**config.mk**
```make
export PLATFORM = sky130hd
export DESIGN_NAME = zkey_multi_debounce_edge
export DESIGN_NICKNAME = d
export VERILOG_FILES = /design/src/rtl/zkey_pkg.sv /design/src/rtl/zkey_debounce_chan.sv /design/src/rtl/zkey_multi_debounce_edge.sv
export SDC_FILE = /design/constraint.sdc
export NUM_CORES = 1
export LEC_CHECK = 0
export ABC_AREA = 1
export CAP_MARGIN = 25
export CORE_MARGIN = 5
export CORE_UTILIZATION = 45
export CTS_CLUSTER_SIZE = 10
export DETAILED_ROUTE_END_ITERATION = 6
export SYNTH_ARGS = -nofsm -noshare
export SYNTH_HDL_FRONTEND = slang
export SYNTH_HIERARCHICAL = 1
export SYNTH_SLANG_ARGS = --single-unit
```
**constraint.sdc**
```tcl
create_clock -name clk -period 1.95 [get_ports clk]
set_input_delay 0.195 -clock clk [delete_from_list [all_inputs] [get_ports clk]]
set_output_delay 0.195 -clock clk [all_outputs]
set_load 0.01 [all_outputs]
```
**src/rtl/zkey_pkg.sv**
```systemverilog
// Shared definitions for the multi-channel key debouncer: FSM state encoding
// and the idle (released) level of a key pin.
package zkey_pkg;

  typedef enum logic [1:0] {
    ST_HIGH = 2'd0,
    ST_FALL = 2'd1,
    ST_LOW  = 2'd2,
    ST_RISE = 2'd3
  } zkey_state_t;

  localparam logic KEY_IDLE_LEVEL = 1'b1;

endpackage

```
**src/rtl/zkey_debounce_chan.sv**
```systemverilog
// One key channel: synchroniser, debounce FSM with counter and registered outputs.
// Optional long-press detection is built only when ZKEY_LONG_PRESS_EN is defined.
module zkey_debounce_chan
  import zkey_pkg::*;
#(
  parameter int SYNC_STAGES       = 2,
  parameter int DEBOUNCE_CYCLES   = 20000,
  parameter int LONG_PRESS_CYCLES = 2000000
) (
  input  logic clk,
  input  logic rst,
  input  logic key_pin,
  output logic key_state,
  output logic h2l_edge,
  output logic l2h_edge,
  output logic long_press
);

  localparam int CNT_W = $clog2(DEBOUNCE_CYCLES);
  localparam logic [CNT_W-1:0] CNT_LAST = CNT_W'(DEBOUNCE_CYCLES - 1);

  if (SYNC_STAGES < 2 || DEBOUNCE_CYCLES < 2 || LONG_PRESS_CYCLES < 2) begin : g_bad_param
    $error("zkey_debounce_chan: parameter out of range");
  end

  logic [SYNC_STAGES-1:0] sync_q;
  logic                   sync_in;
  zkey_state_t            state;
  logic [CNT_W-1:0]       cnt;
  logic                   fsm_h2l;
  logic                   fsm_l2h;

  assign sync_in = sync_q[SYNC_STAGES-1];

  // Stages reset to the idle level so a reset never looks like a press.
  always_ff @(posedge clk) begin
    if (rst) begin
      sync_q <= {SYNC_STAGES{KEY_IDLE_LEVEL}};
    end else begin
      sync_q <= {sync_q[SYNC_STAGES-2:0], key_pin};
    end
  end

  always_ff @(posedge clk) begin
    if (rst) begin
      state   <= ST_HIGH;
      cnt     <= '0;
      fsm_h2l <= 1'b0;
      fsm_l2h <= 1'b0;
    end else begin
      fsm_h2l <= 1'b0;
      fsm_l2h <= 1'b0;
      case (state)
        ST_HIGH: begin
          if (!sync_in) begin
            state <= ST_FALL;
            cnt   <= CNT_W'(1);
          end
        end
        ST_FALL: begin
          // A return to the old level throws away the whole candidate window.
          if (sync_in) begin
            state <= ST_HIGH;
            cnt   <= '0;
          end else if (cnt == CNT_LAST) begin
            state   <= ST_LOW;
            cnt     <= '0;
            fsm_h2l <= 1'b1;
          end else begin
            cnt <= cnt + 1'b1;
          end
        end
        ST_LOW: begin
          if (sync_in) begin
            state <= ST_RISE;
            cnt   <= CNT_W'(1);
          end
        end
        ST_RISE: begin
          if (!sync_in) begin
            state <= ST_LOW;
            cnt   <= '0;
          end else if (cnt == CNT_LAST) begin
            state   <= ST_HIGH;
            cnt     <= '0;
            fsm_l2h <= 1'b1;
          end else begin
            cnt <= cnt + 1'b1;
          end
        end
        default: begin
          state <= ST_HIGH;
          cnt   <= '0;
        end
      endcase
    end
  end

  always_ff @(posedge clk) begin
    if (rst) begin
      key_state <= KEY_IDLE_LEVEL;
      h2l_edge  <= 1'b0;
      l2h_edge  <= 1'b0;
    end else begin
      key_state <= (state == ST_HIGH) || (state == ST_FALL);
      h2l_edge  <= fsm_h2l;
      l2h_edge  <= fsm_l2h;
    end
  end

`ifdef ZKEY_LONG_PRESS_EN
  localparam int HOLD_W = $clog2(LONG_PRESS_CYCLES) + 1;
  localparam logic [HOLD_W-1:0] HOLD_LAST = HOLD_W'(LONG_PRESS_CYCLES - 1);
  localparam logic [HOLD_W-1:0] HOLD_MAX  = HOLD_W'(LONG_PRESS_CYCLES);

  logic [HOLD_W-1:0] hold_cnt;
  logic              fsm_long;

  // Bouncing between LOW and RISE keeps the hold time; saturating stops repeats.
  always_ff @(posedge clk) begin
    if (rst) begin
      hold_cnt <= '0;
      fsm_long <= 1'b0;
    end else begin
      fsm_long <= 1'b0;
      if (state == ST_LOW || state == ST_RISE) begin
        if (hold_cnt == HOLD_LAST) begin
          fsm_long <= 1'b1;
        end
        if (hold_cnt != HOLD_MAX) begin
          hold_cnt <= hold_cnt + 1'b1;
        end
      end else begin
        hold_cnt <= '0;
      end
    end
  end

  always_ff @(posedge clk) begin
    if (rst) begin
      long_press <= 1'b0;
    end else begin
      long_press <= fsm_long;
    end
  end
`else
  assign long_press = 1'b0;
`endif

endmodule

```
**src/rtl/zkey_multi_debounce_edge.sv**
```systemverilog
// CHANNELS independent debounced active-low keys with press/release pulses.
// Define ZKEY_LONG_PRESS_EN to enable per-channel long-press pulses.
module zkey_multi_debounce_edge
  import zkey_pkg::*;
#(
  parameter int CHANNELS          = 4,
  parameter int SYNC_STAGES       = 2,
  parameter int DEBOUNCE_CYCLES   = 20000,
  parameter int LONG_PRESS_CYCLES = 2000000
) (
  input  logic                clk,
  input  logic                rst,
  input  logic [CHANNELS-1:0] key_pin,
  output logic [CHANNELS-1:0] key_state,
  output logic [CHANNELS-1:0] h2l_edge,
  output logic [CHANNELS-1:0] l2h_edge,
  output logic [CHANNELS-1:0] long_press
);

  if (CHANNELS < 1 || CHANNELS > 32) begin : g_bad_channels
    $error("zkey_multi_debounce_edge: CHANNELS out of range");
  end

  for (genvar i = 0; i < CHANNELS; i++) begin : g_chan
    zkey_debounce_chan #(
      .SYNC_STAGES      (SYNC_STAGES),
      .DEBOUNCE_CYCLES  (DEBOUNCE_CYCLES),
      .LONG_PRESS_CYCLES(LONG_PRESS_CYCLES)
    ) u_chan (
      .clk       (clk),
      .rst       (rst),
      .key_pin   (key_pin[i]),
      .key_state (key_state[i]),
      .h2l_edge  (h2l_edge[i]),
      .l2h_edge  (l2h_edge[i]),
      .long_press(long_press[i])
    );
  end

endmodule

```
-- Yosys cells after proc, flatten, opt, wreduce, memory -nomap -nowiden
Index checks and enable logic that the tools add are counted.
- add/subtract/negate cells: 4
- eq/ne operators: 32
- reduce and logical (&&, ||, !) cells: 24
- mux-type cells: 56
- bitwise operators: 12
- operators with widths (operator ; number):
    $mux W15 ; 20
    $pmux W15 S4 ; 4
    $add A15 B1 Y15 const B ; 4
    $eq A15 B15 Y1 const B ; 4
    $mux W2 ; 24
    $pmux W2 S4 ; 4
    $reduce_or A3 Y1 ; 8
    $eq A2 B2 Y1 const B ; 8
    $reduce_and A4 Y1 ; 4
    $ne A3 B1 Y1 const B ; 4
    $ne A3 B3 Y1 const B ; 4
    $not A1 Y1 ; 12
    $eq A2 B1 Y1 const B ; 4
    $logic_not A2 Y1 ; 4
    $ne A2 B1 Y1 const B ; 4
    $ne A2 B2 Y1 const B ; 4
    $reduce_and A2 Y1 ; 4
    $logic_or A1 B1 Y1 ; 4
    $mux W1 ; 4
- logic and storage cells: 160
- flip-flop bits (word level): 96
- output and inout port bits: 16
- input bits: 6

-- Longest topological paths before layout
Gate-level depths: netlist (run 1).
- word-level depth: 4
- mapped depth: 10
- depth with buffers taken out: 10

-- Modules after synthesis
The synthesis (run 1) kept the hierarchy.
- by module, submodules not included (module ; area an instance (µm²) ; seq. area each (µm²) ; cells each ; times used):
    zkey_debounce_chan at g_chan[0].u_chan ... ; 1246.2 ; 480.5 ; 192 ; 3
    zkey_debounce_chan at g_chan[3].u_chan ; 1207.4 ; 480.5 ; 190 ; 1

-- Least setup slack after synthesis (run 1)
Ideal clock, no wire load.
- path kind: register to register
- start: reg g_chan[0].u_chan.cnt[0]
- end: reg g_chan[0].u_chan.cnt[11]
- setup time: 0.132 ns
- cell stages (with the launch flop): 10
- clock period less this slack: 1.388 ns
- arrival time: 1.256 ns
- buffers on the path: 1
- slack: 0.562 ns
- data required time: 1.818 ns
- path through: dfxtp_1 ha_1 nand2_2 nor2_4 nand2_2 nor2_2 nor2_4 buf_6 nand2_1 a21oi_1
- word-level cells in the longest chain between the ends: 4
- elaborated cells between the ends (all ways): 6
- those cells by class: add/sub: 1; eq/ne: 1; mux: 4
- ends and longest elaborated chain (what ; RTL line ; source):
    from (decl) ; zkey_debounce_chan.sv:29 ; logic [CNT_W-1:0] cnt;
    from (signal assigned) ; zkey_debounce_chan.sv:70 ; cnt <= cnt + 1'b1;
    from (signal assigned) ; zkey_debounce_chan.sv:88 ; cnt <= cnt + 1'b1;
    $add A15 B1 Y15 or $eq A15 B15 Y1 (tied branches) ; n/a ;
    $mux W15 * ; zkey_debounce_chan.sv:65, zkey_debounce_chan.sv:83 ;
    $mux W15, on equally long branches ; zkey_debounce_chan.sv:80, zkey_debounce_chan.sv:62 ;
    $pmux W15 S4 * ; zkey_debounce_chan.sv:53 ; case (state)
Every way passes the cells marked *; elsewhere a longest branch is shown, timed or not.
A chain may end at the register's enable or synchronous reset.

-- Worst setup path in the final report (run 1)
- start: reg g_chan[0].u_chan.cnt[0]
- end: reg g_chan[0].u_chan.cnt[9]
The elaborated chain is that of the path after synthesis.

==> results of run 1 <==
[flip-flops by register name, summed over array words and instances, names as in the netlist, named ones only]
signal	flops
g_chan.u_chan/cnt	60
g_chan.u_chan/key_state	4
g_chan.u_chan/fsm_l2h	4
g_chan.u_chan/h2l_edge	4
g_chan.u_chan/l2h_edge	4
g_chan.u_chan/sync_q	8
g_chan.u_chan/state	4
g_chan.u_chan/fsm_h2l	4
[metrics by stage]
stage / util / setup slack, ns
finish: 0.504 / 0.375
global placement: 0.483 / 0.455
detailed placement: 0.483 / 0.395
floorplan: - / 0.562
global route: 0.504 / 0.129
CTS: 0.504 / 0.371
[cells by family (layout without fill, tap and decap cells)]
| kind of cell | Yosys count | count (layout) |
|---|---|---|
| xor gates and xnor gates | 3 | 3 |
| AOI/OAI and AO/OA | 103 | 103 |
| and+or+nand+nor | 442 | 442 |
| DFF | 96 | 96 |
| adders and majority gates | 4 | 4 |
| other | 4 | 4 |
| buffers and inverters | 114 | 135 |
[power by group]
| part | internal, mW | total [mW] | switching, mW |
|---|---|---|---|
| registers | 2.01 | 2.07 | 0.0527 |
| clock network | 0.848 | 1.55 | 0.699 |
| logic | 0.0987 | 0.331 | 0.233 |
| total | 2.96 | 3.94 | 0.984 |
[metal layers]
metal / up-vias / track usage / part of all wire
li1: 2424 / - / -
met1: 2011 / 0.218 / 0.48
met2: 64 / 0.274 / 0.47
met3: 10 / 0.0279 / 0.032
met4: 0 / 0.0634 / 0.014
met5: - / 0 / 0
[placed cells by master, fill, tap and decap left out, types with 11 or more instances in the layout]
cell type        netlist  routed
nand2_1              240     240
clkdlybuf4s50_1        0      16
o21ai_0               39      39
nor2_1                89      89
inv_1                 88      88
a21oi_1               61      61
nand3_1               53      53
nor3_1                11      11
dfxtp_1               96      96
[worst max-delay path: stages, from the launching register on]
cell and delay (ns):
dfxtp_1 0.34, ha_1 0.23, nand2_2 0.12, nor2_4 0.07
nand2_2 0.06, nor2_2 0.05, nor2_4 0.34, o21ai_0 0.15
a21oi_1 0.14
[worst paths after layout]
kind / startpoint / end / slack (ns) / depth (start not counted)
setup / recovery: g_chan[0].u_chan/cnt[0] / g_chan[0].u_chan/cnt[9] / 0.38 / 8
hold reg to reg: g_chan[1].u_chan/fsm_h2l / g_chan[1].u_chan/h2l_edge / 0.40 / 2
hold / removal: rst / g_chan[3].u_chan/h2l_edge / 0.26 / 2
setup reg to reg: g_chan[0].u_chan/cnt[0] / g_chan[0].u_chan/cnt[9] / 0.38 / 8
[final cells by class]
type | count | area [um2]
inverter | 97 | 364
clock buffer | 10 | 128
sequential | 96 | 1920
timing repair buffer | 22 | 203
multi-input combinational | 556 | 2540
tap | 140 | 175
fill | 1075 | 5350
clock inverter | 6 | 108
==> impl_metrics.json, run 1 <==
{
  "required_ns": 2.25,
  "antenna_left": 0,
  "netlist_top_cells_count": "240 x nand2_1, 96 x dfxtp_1, 89 x nor2_1",
  "synth_most_common_cell": "nand2_1",
  "die-area_um2": 13200,
  "ys_seq_area_frac": 0.389,
  "cts_resized": 0,
  "ir_drop_mv": 0.337,
  "ys_top_cells_by_area": "dfxtp_1 39%, nand2_1 18%, nor2_1 6.8%",
  "drv_cap": 0,
  "synth_top_area_frac": 0.389,
  "layout-drive-gt1-share": 0.0902,
  "yosysTopAreaCell": "dfxtp_1",
  "core_um2": 10800,
  "hpwlAfterDp_um": 7580,
  "synth.distinct_cells": 25,
  "worst_pin_slew_ns": 0.538,
  "grt_max_degree": 23,
  "drt-initial-drc-count": 228,
  "hold_buffers": 0,
  "syn_inst": 766,
  "finalClockSkew_ns": 0.00536,
  "place.gp.congestion": 0.863,
  "fin_tns_setup_ns": 0,
  "synth-adder-area-share": 0.0101,
  "antenna_found_initial": 0,
  "synth_area_um2": 4950,
  "power_density_nw_per_um2": 725,
  "cts_max_level": 3,
  "synth_edf_count": 0,
  "cp_data_arrival_time_ns": 1.88,
  "holdWs_ns": 0.258,
  "syn-num-nets": 776,
  "synthMuxAreaShare": 0,
  "numCtsBuffers": 9,
  "finalHoldViolations": 0,
  "hold_path_class": "primary input to flip-flop",
  "synth-xor-area-share": 0.00531,
  "postPlaceCellArea_um2": 5210,
  "port_buffers": 17,
  "status": "completed",
  "finalSetupViolations": 0,
  "post-route-drc-count": 0,
  "viasPerCell": 4.86,
  "cts_tree": "done",
  "synth_top_family_by_area": "simple AND/OR/NAND/NOR gates",
  "post-route-min-period_ns": 1.57,
  "dieWidth_um": 115,
  "diodes": 0,
  "cp-start-kind": "flip-flop",
  "detail_route.wl_per_cell_um": 11.4,
  "place_inst": 911,
  "grt_pass1_wl_um": 18100,
  "gr-usage-all-layers": 0.166,
  "clkSlewWorstSetupHoldPaths_ns": 0.09,
  "cts.sinks": 96,
  "grt_pass1_vias": 4048,
  "power_leakage_nw": 1.91,
  "final.period_utilization": 0.807,
  "grt.overflow.total": 0,
  "vias": 4509,
  "synth-seq-cells": 96,
  "ys.flop_type": "dfxtp_1",
  "postCtsSetupBuffers": 0,
  "clk_latency_ns": 0.36,
  "syn2layout_area_growth_pct": 10.1,
  "synth_compound_area_frac": 0.107,
  "clockBufferDepth": 2,
  "nets": 792,
  "root_buffer": "clkbuf_8",
  "layoutNonFillerInstCount": 927,
  "power_mw": 3.94,
  "io_pins": 22,
  "yosys_warnings": 6,
  "start_util": 0.458,
  "endpoint_kind": "flip-flop",
  "path_class": "flip-flop to flip-flop",
  "drt_first_pass_iters": 4,
  "stdcell_area_um2": 5440,
  "max_freq_mhz": 635,
  "rsz0062_at_grt": "false",
  "die_h_um": 115,
  "slew_headroom": 0.640,
  "syn_avg_cell_area_um2": 6.46,
  "critPathMaxFanout": 15,
  "yosys.area_share.simple": 0.389,
  "drt-total-wl_um": 10500,
  "drv_slew": 0,
  "async_reset_ff_frac": 0,
  "rows": 38
}
(Power assumes the default switching activity.)
==> run 2, diff against run 1 <==
- clock period: 1.95 -> 1.5 ns (I/O delays scaled with it)
==> run 2 against run 1 <==
Effect of this change: wire length up 7.2%; flip-flop and latch count unchanged; total power rose by 32%; largest cell class unchanged; utilization up 4.3 points; register-to-register slack worse by 0.30 ns; clock skew grew 0.0018 ns.
==> impl_metrics.json, run 2 (synthesis gave the netlist of run 1 again) <==
{
  "status": "completed",
  "rows": 38,
  "layoutNonFillerInstCount": 965,
  "grt_max_degree": 21,
  "die-area_um2": 13200,
  "min_path_cells": 2,
  "r2r_slack_ns": 0.08,
  "min_from": "rst",
  "core_um2": 10800,
  "port_buffers": 17,
  "max_freq_mhz": 702,
  "dpl_worst_slack_ns": 0.00588,
  "finalClockSkew_ns": 0.00717,
  "hold_path_class": "primary input to flip-flop",
  "layout-drive-gt1-share": 0.171,
  "clkSlewWorstSetupHoldPaths_ns": 0.10,
  "detail_route.wl_per_cell_um": 11.7,
  "viasPerCell": 4.91,
  "io_pins": 22,
  "drv_slew": 0,
  "fin_util": 0.547,
  "largest_register_ffs": 60,
  "root_buffer": "clkbuf_8",
  "largestRegisters": "g_chan.u_chan/cnt (60), g_chan.u_chan/sync_q (8)",
  "fin_tns_setup_ns": 0,
  "power_leakage_nw": 2.13,
  "finalHoldViolations": 0,
  "clk_latency_ns": 0.38,
  "drt-total-wl_um": 11300,
  "final.period_utilization": 0.950,
  "cts_tree": "done",
  "dieWidth_um": 115,
  "cp.buffers_inverters": 1,
  "vias": 4736,
  "path_class": "flip-flop to flip-flop",
  "grt.overflow.total": 0,
  "endpoint_kind": "flip-flop",
  "cpMaxStageDelayCell": "dfxtp_2",
  "cts_max_level": 3,
  "max_stage_delay_ns": 0.37,
  "timing.rr.start": "g_chan[3].u_chan/cnt[1]",
  "crit_top_cell": "nand2_2",
  "final_common_cell": "nand2_1",
  "drt_first_pass_iters": 4,
  "grt_pass1_vias": 4451,
  "cp-start-kind": "flip-flop",
  "required_ns": 1.77,
  "numCtsBuffers": 9,
  "cts.sinks": 96,
  "finalSetupViolations": 0,
  "gr-usage-all-layers": 0.177,
  "top_register": "g_chan.u_chan/cnt",
  "hpwlAfterDp_um": 8100,
  "layout_common_cells": "236 x nand2_1, 86 x nor2_1, 85 x inv_1, 85 x dfxtp_1, 58 x a21oi_1",
  "place.gp.congestion": 0.914,
  "syn2layout_area_growth_pct": 19.4,
  "place_inst": 945,
  "post-route-min-period_ns": 1.42,
  "cpLargestDelayFamily": "simple AND/OR/NAND/NOR gates",
  "min_to": "g_chan[1].u_chan/cnt[1]",
  "critPathMaxFanout": 4,
  "fin_ws_ns": 0.0752,
  "start_util": 0.458,
  "drt-initial-drc-count": 227,
  "post-route-drc-count": 0,
  "num-fill-cells": 1051,
  "power_density_nw_per_um2": 885,
  "antenna_left": 0,
  "crit_chain": "ha_2 -> nand2_2 -> inv_1 -> nand2_2 -> nor2_4 -> nand2_2 -> nand2_2 -> nand3_1 -> nand2_1 -> nor2_1",
  "cp_data_arrival_time_ns": 1.70,
  "antenna_found_initial": 0,
  "ir_drop_mv": 0.862,
  "drv_cap": 0,
  "grt_pass1_wl_um": 19300,
  "ff2ff_path_depth": 10,
  "diodes": 0,
  "nets": 830,
  "die_h_um": 115,
  "clockBufferDepth": 2
}
## run 2: area by class of cell
cell class,count,area [um2],share of cell area
clock buffer,10,138,0.0233
timing repair buffer,60,537,0.0909
tap,140,175,0.0297
clock inverter,6,90.1,0.0153
multi-input combinational,556,2660,0.451
sequential,96,1940,0.328
inverter,97,364,0.0617
## run 2: through the flow
step / instance area (um2) / hold WS (ns) / power [mW]
floorplan: 4950 / 0.219 / 3.06
global placement: 5500 / 0.390 / 3.28
detailed placement: 5500 / 0.393 / 3.29
CTS: 5740 / 0.159 / 5.27
global route: 5900 / 0.174 / 5.48
finish: 5900 / 0.185 / 5.23
## run 2: report_power, final
group / internal (mW) / switching [mW]
sequential: 2.62 / 0.0729
combinational: 0.234 / 0.341
clock: 0.994 / 0.960
total: 3.85 / 1.37
## run 2: worst register-to-register path: cells and delay by family, from the launching register on
family / cells / cell delay, ns
DFF: 1 / 0.37
buffers and inverters: 1 / 0.07
adders and majority gates: 1 / 0.19
and+or+nand+nor: 8 / 0.70
## run 2: routing by layer
metal	global-route usage	routed length, um	vias up
met4	0.0469	133	0
met2	0.303	5440	63
met3	0.0553	377	13
li1	-	-	2507
met1	0.216	5340	2153
met5	0	0	-
## run 2: worst max-delay path by stage
stage | startpoint | cells past startpoint | end
finish | g_chan[3].u_chan/cnt[1] | 10 | flip-flop
CTS | g_chan[3].u_chan/cnt[0] | 9 | g_chan[3].u_chan/cnt[12]
floorplan | g_chan[0].u_chan/cnt[0] | 9 | g_chan[0].u_chan/cnt[11]
detailed placement | g_chan[3].u_chan/cnt[1] | 10 | flip-flop
global route | g_chan[3].u_chan/cnt[0] | 10 | flip-flop
global placement | g_chan[3].u_chan/cnt[1] | 9 | g_chan[3].u_chan/cnt[12]
## run 2: timing repair
| item | CTS | global route |
|---|---|---|
| endpoints found under the hold margin | 0 | 0 |
| resized for setup | 3 | 42 |
| pin swaps | 0 | 8 |
| hold buffers | 0 | 0 |
| cloned | 0 | 0 |
| setup buffers | 0 | 4 |
| endpoints found under the setup margin | 2 | 58 |
==> run 3, diff against run 2 <==
- PLACE_DENSITY: default -> 0.71
==> run 3 against run 2 <==
Effect of this change: via count rose by 0.17%; sequential share of layout area is 0.12 points higher; wire length shrank 4.9%; global-route usage fell by 1.0 points; combinational power about the same; cell count up 0.52%; worst hold slack worse by 0.059 ns; clock power shrank 9.7%; final area shrank 0.51%.
==> impl_metrics.json, run 3 (synthesis gave the netlist of run 1 again) <==
{
  "drt_first_pass_iters": 5,
  "min_path_cells": 2,
  "final_common_cell": "nand2_1",
  "stdcell_area_um2": 5870,
  "die_h_um": 115,
  "grt.overflow.total": 0,
  "endpoint_kind": "flip-flop",
  "clkSlewWorstSetupHoldPaths_ns": 0.10,
  "post-route-drc-count": 0,
  "drv_cap": 0,
  "finalHoldViolations": 0,
  "status": "completed",
  "hold_path_class": "primary input to flip-flop",
  "vias": 4744,
  "gr-usage-all-layers": 0.167,
  "grt_pass1_wl_um": 18500,
  "postPlaceCellArea_um2": 5540,
  "start_util": 0.458,
  "largest_register_ffs": 60,
  "antenna_found_initial": 0,
  "critPathMaxFanout": 5,
  "ff2ff_path_depth": 9,
  "top_register": "g_chan.u_chan/cnt",
  "dieWidth_um": 115,
  "finalSetupViolations": 0,
  "layout-drive-gt1-share": 0.175,
  "timing.rr.start": "g_chan[3].u_chan/cnt[0]",
  "clockBufferDepth": 2,
  "dpl_worst_slack_ns": -0.000484,
  "io_pins": 22,
  "clk_latency_ns": 0.37,
  "power_leakage_nw": 2.13,
  "cp-start-kind": "flip-flop",
  "die-area_um2": 13200,
  "drt-total-wl_um": 10700,
  "nets": 836,
  "place.gp.congestion": 0.886,
  "port_buffers": 17,
  "fin_ws_ns": 0.0712,
  "finalClockSkew_ns": 0.00865,
  "hold_buffers": 0,
  "holdWs_ns": 0.126,
  "hpwlAfterDp_um": 7800,
  "viasPerCell": 4.89,
  "cts.sinks": 96,
  "post-route-min-period_ns": 1.43,
  "core_um2": 10800,
  "cts_max_level": 3,
  "diodes": 0,
  "cp_data_arrival_time_ns": 1.72,
  "rsz0062_at_grt": "true",
  "numCtsBuffers": 9,
  "path_class": "flip-flop to flip-flop",
  "ir_drop_mv": 0.657,
  "antenna_left": 0,
  "drv_slew": 0,
  "grt_pass1_vias": 4352,
  "r2r_slack_ns": 0.07,
  "min_to": "g_chan[1].u_chan/h2l_edge",
  "layout_common_cells": "236 x nand2_1, 87 x dfxtp_1, 86 x nor2_1",
  "detail_route.wl_per_cell_um": 11.1,
  "final.period_utilization": 0.953,
  "min_from": "rst",
  "power_density_nw_per_um2": 857,
  "max_freq_mhz": 700,
  "required_ns": 1.79,
  "grt_max_degree": 18,
  "rows": 38,
  "r2r-end": "g_chan[3].u_chan/cnt[6]",
  "drt-initial-drc-count": 319,
  "root_buffer": "clkbuf_8",
  "largestRegisters": "g_chan.u_chan/cnt (60), g_chan.u_chan/sync_q (8)",
  "cts_tree": "done",
  "worstSetupStartpoint": "g_chan[3].u_chan/cnt[0]",
  "syn2layout_area_growth_pct": 18.7
}
run 3: through the flow:
stage          setup TNS, ns  power (mW)   util  std cells
3_3_place_gp               0        3.28  0.513        953
4_1_cts                    0        5.06  0.532        968
5_1_grt               -0.182        5.26  0.544        970
2_1_floorplan              0        3.06      -        766
3_5_place_dp       -0.000484        3.29  0.513        953
6_report                   0        5.03  0.544        970
run 3: worst max-delay path by stage:
stage               slack, ns                  endpoint
floorplan                0.11  g_chan[0].u_chan/cnt[11]
global route            -0.03  g_chan[3].u_chan/cnt[13]
global placement         0.05  g_chan[3].u_chan/cnt[12]
finish                   0.07   g_chan[3].u_chan/cnt[6]
detailed placement    -0.0005  g_chan[3].u_chan/cnt[12]
CTS                     0.009   g_chan[3].u_chan/cnt[0]
run 3: layout make-up:
type | instances | area (um2)
fillers | 1093 | 4920
multi-input cells | 556 | 2650
flip-flops and latches | 96 | 1930
repair buffers | 66 | 549
inverters | 97 | 364
well taps | 140 | 175
clock buffers | 9 | 124
clock inverters | 6 | 75.1
run 3: power by group:
group / internal [mW] / switching (mW)
sequential: 2.62 / 0.0671
combinational: 0.232 / 0.344
clock: 0.792 / 0.973
run 3: repair_timing:
item	4_1_cts	5_1_grt
pin swaps	0	3
setup endpoints to repair	5	55
gates cloned	0	0
setup buffers	0	2
resized for setup	4	35
run 3: routing by layer:
layer,vias to the layer above,share of wire,global-route usage
li1,2520,-,-
met1,2150,0.48,0.211
met2,69,0.49,0.287
met3,5,0.032,0.0384
met4,0,0.0065,0.0454
met5,-,0,0
run 3: critical path, stage by stage, from the launching register on:
cell      delay (ns)
dfxtp_2         0.34
ha_2            0.19
nand2_2         0.12
inv_1           0.06
nand2_2         0.08
nor2_2          0.05
a21boi_2        0.17
buf_4           0.16
nand2_1         0.05
a21oi_1         0.13
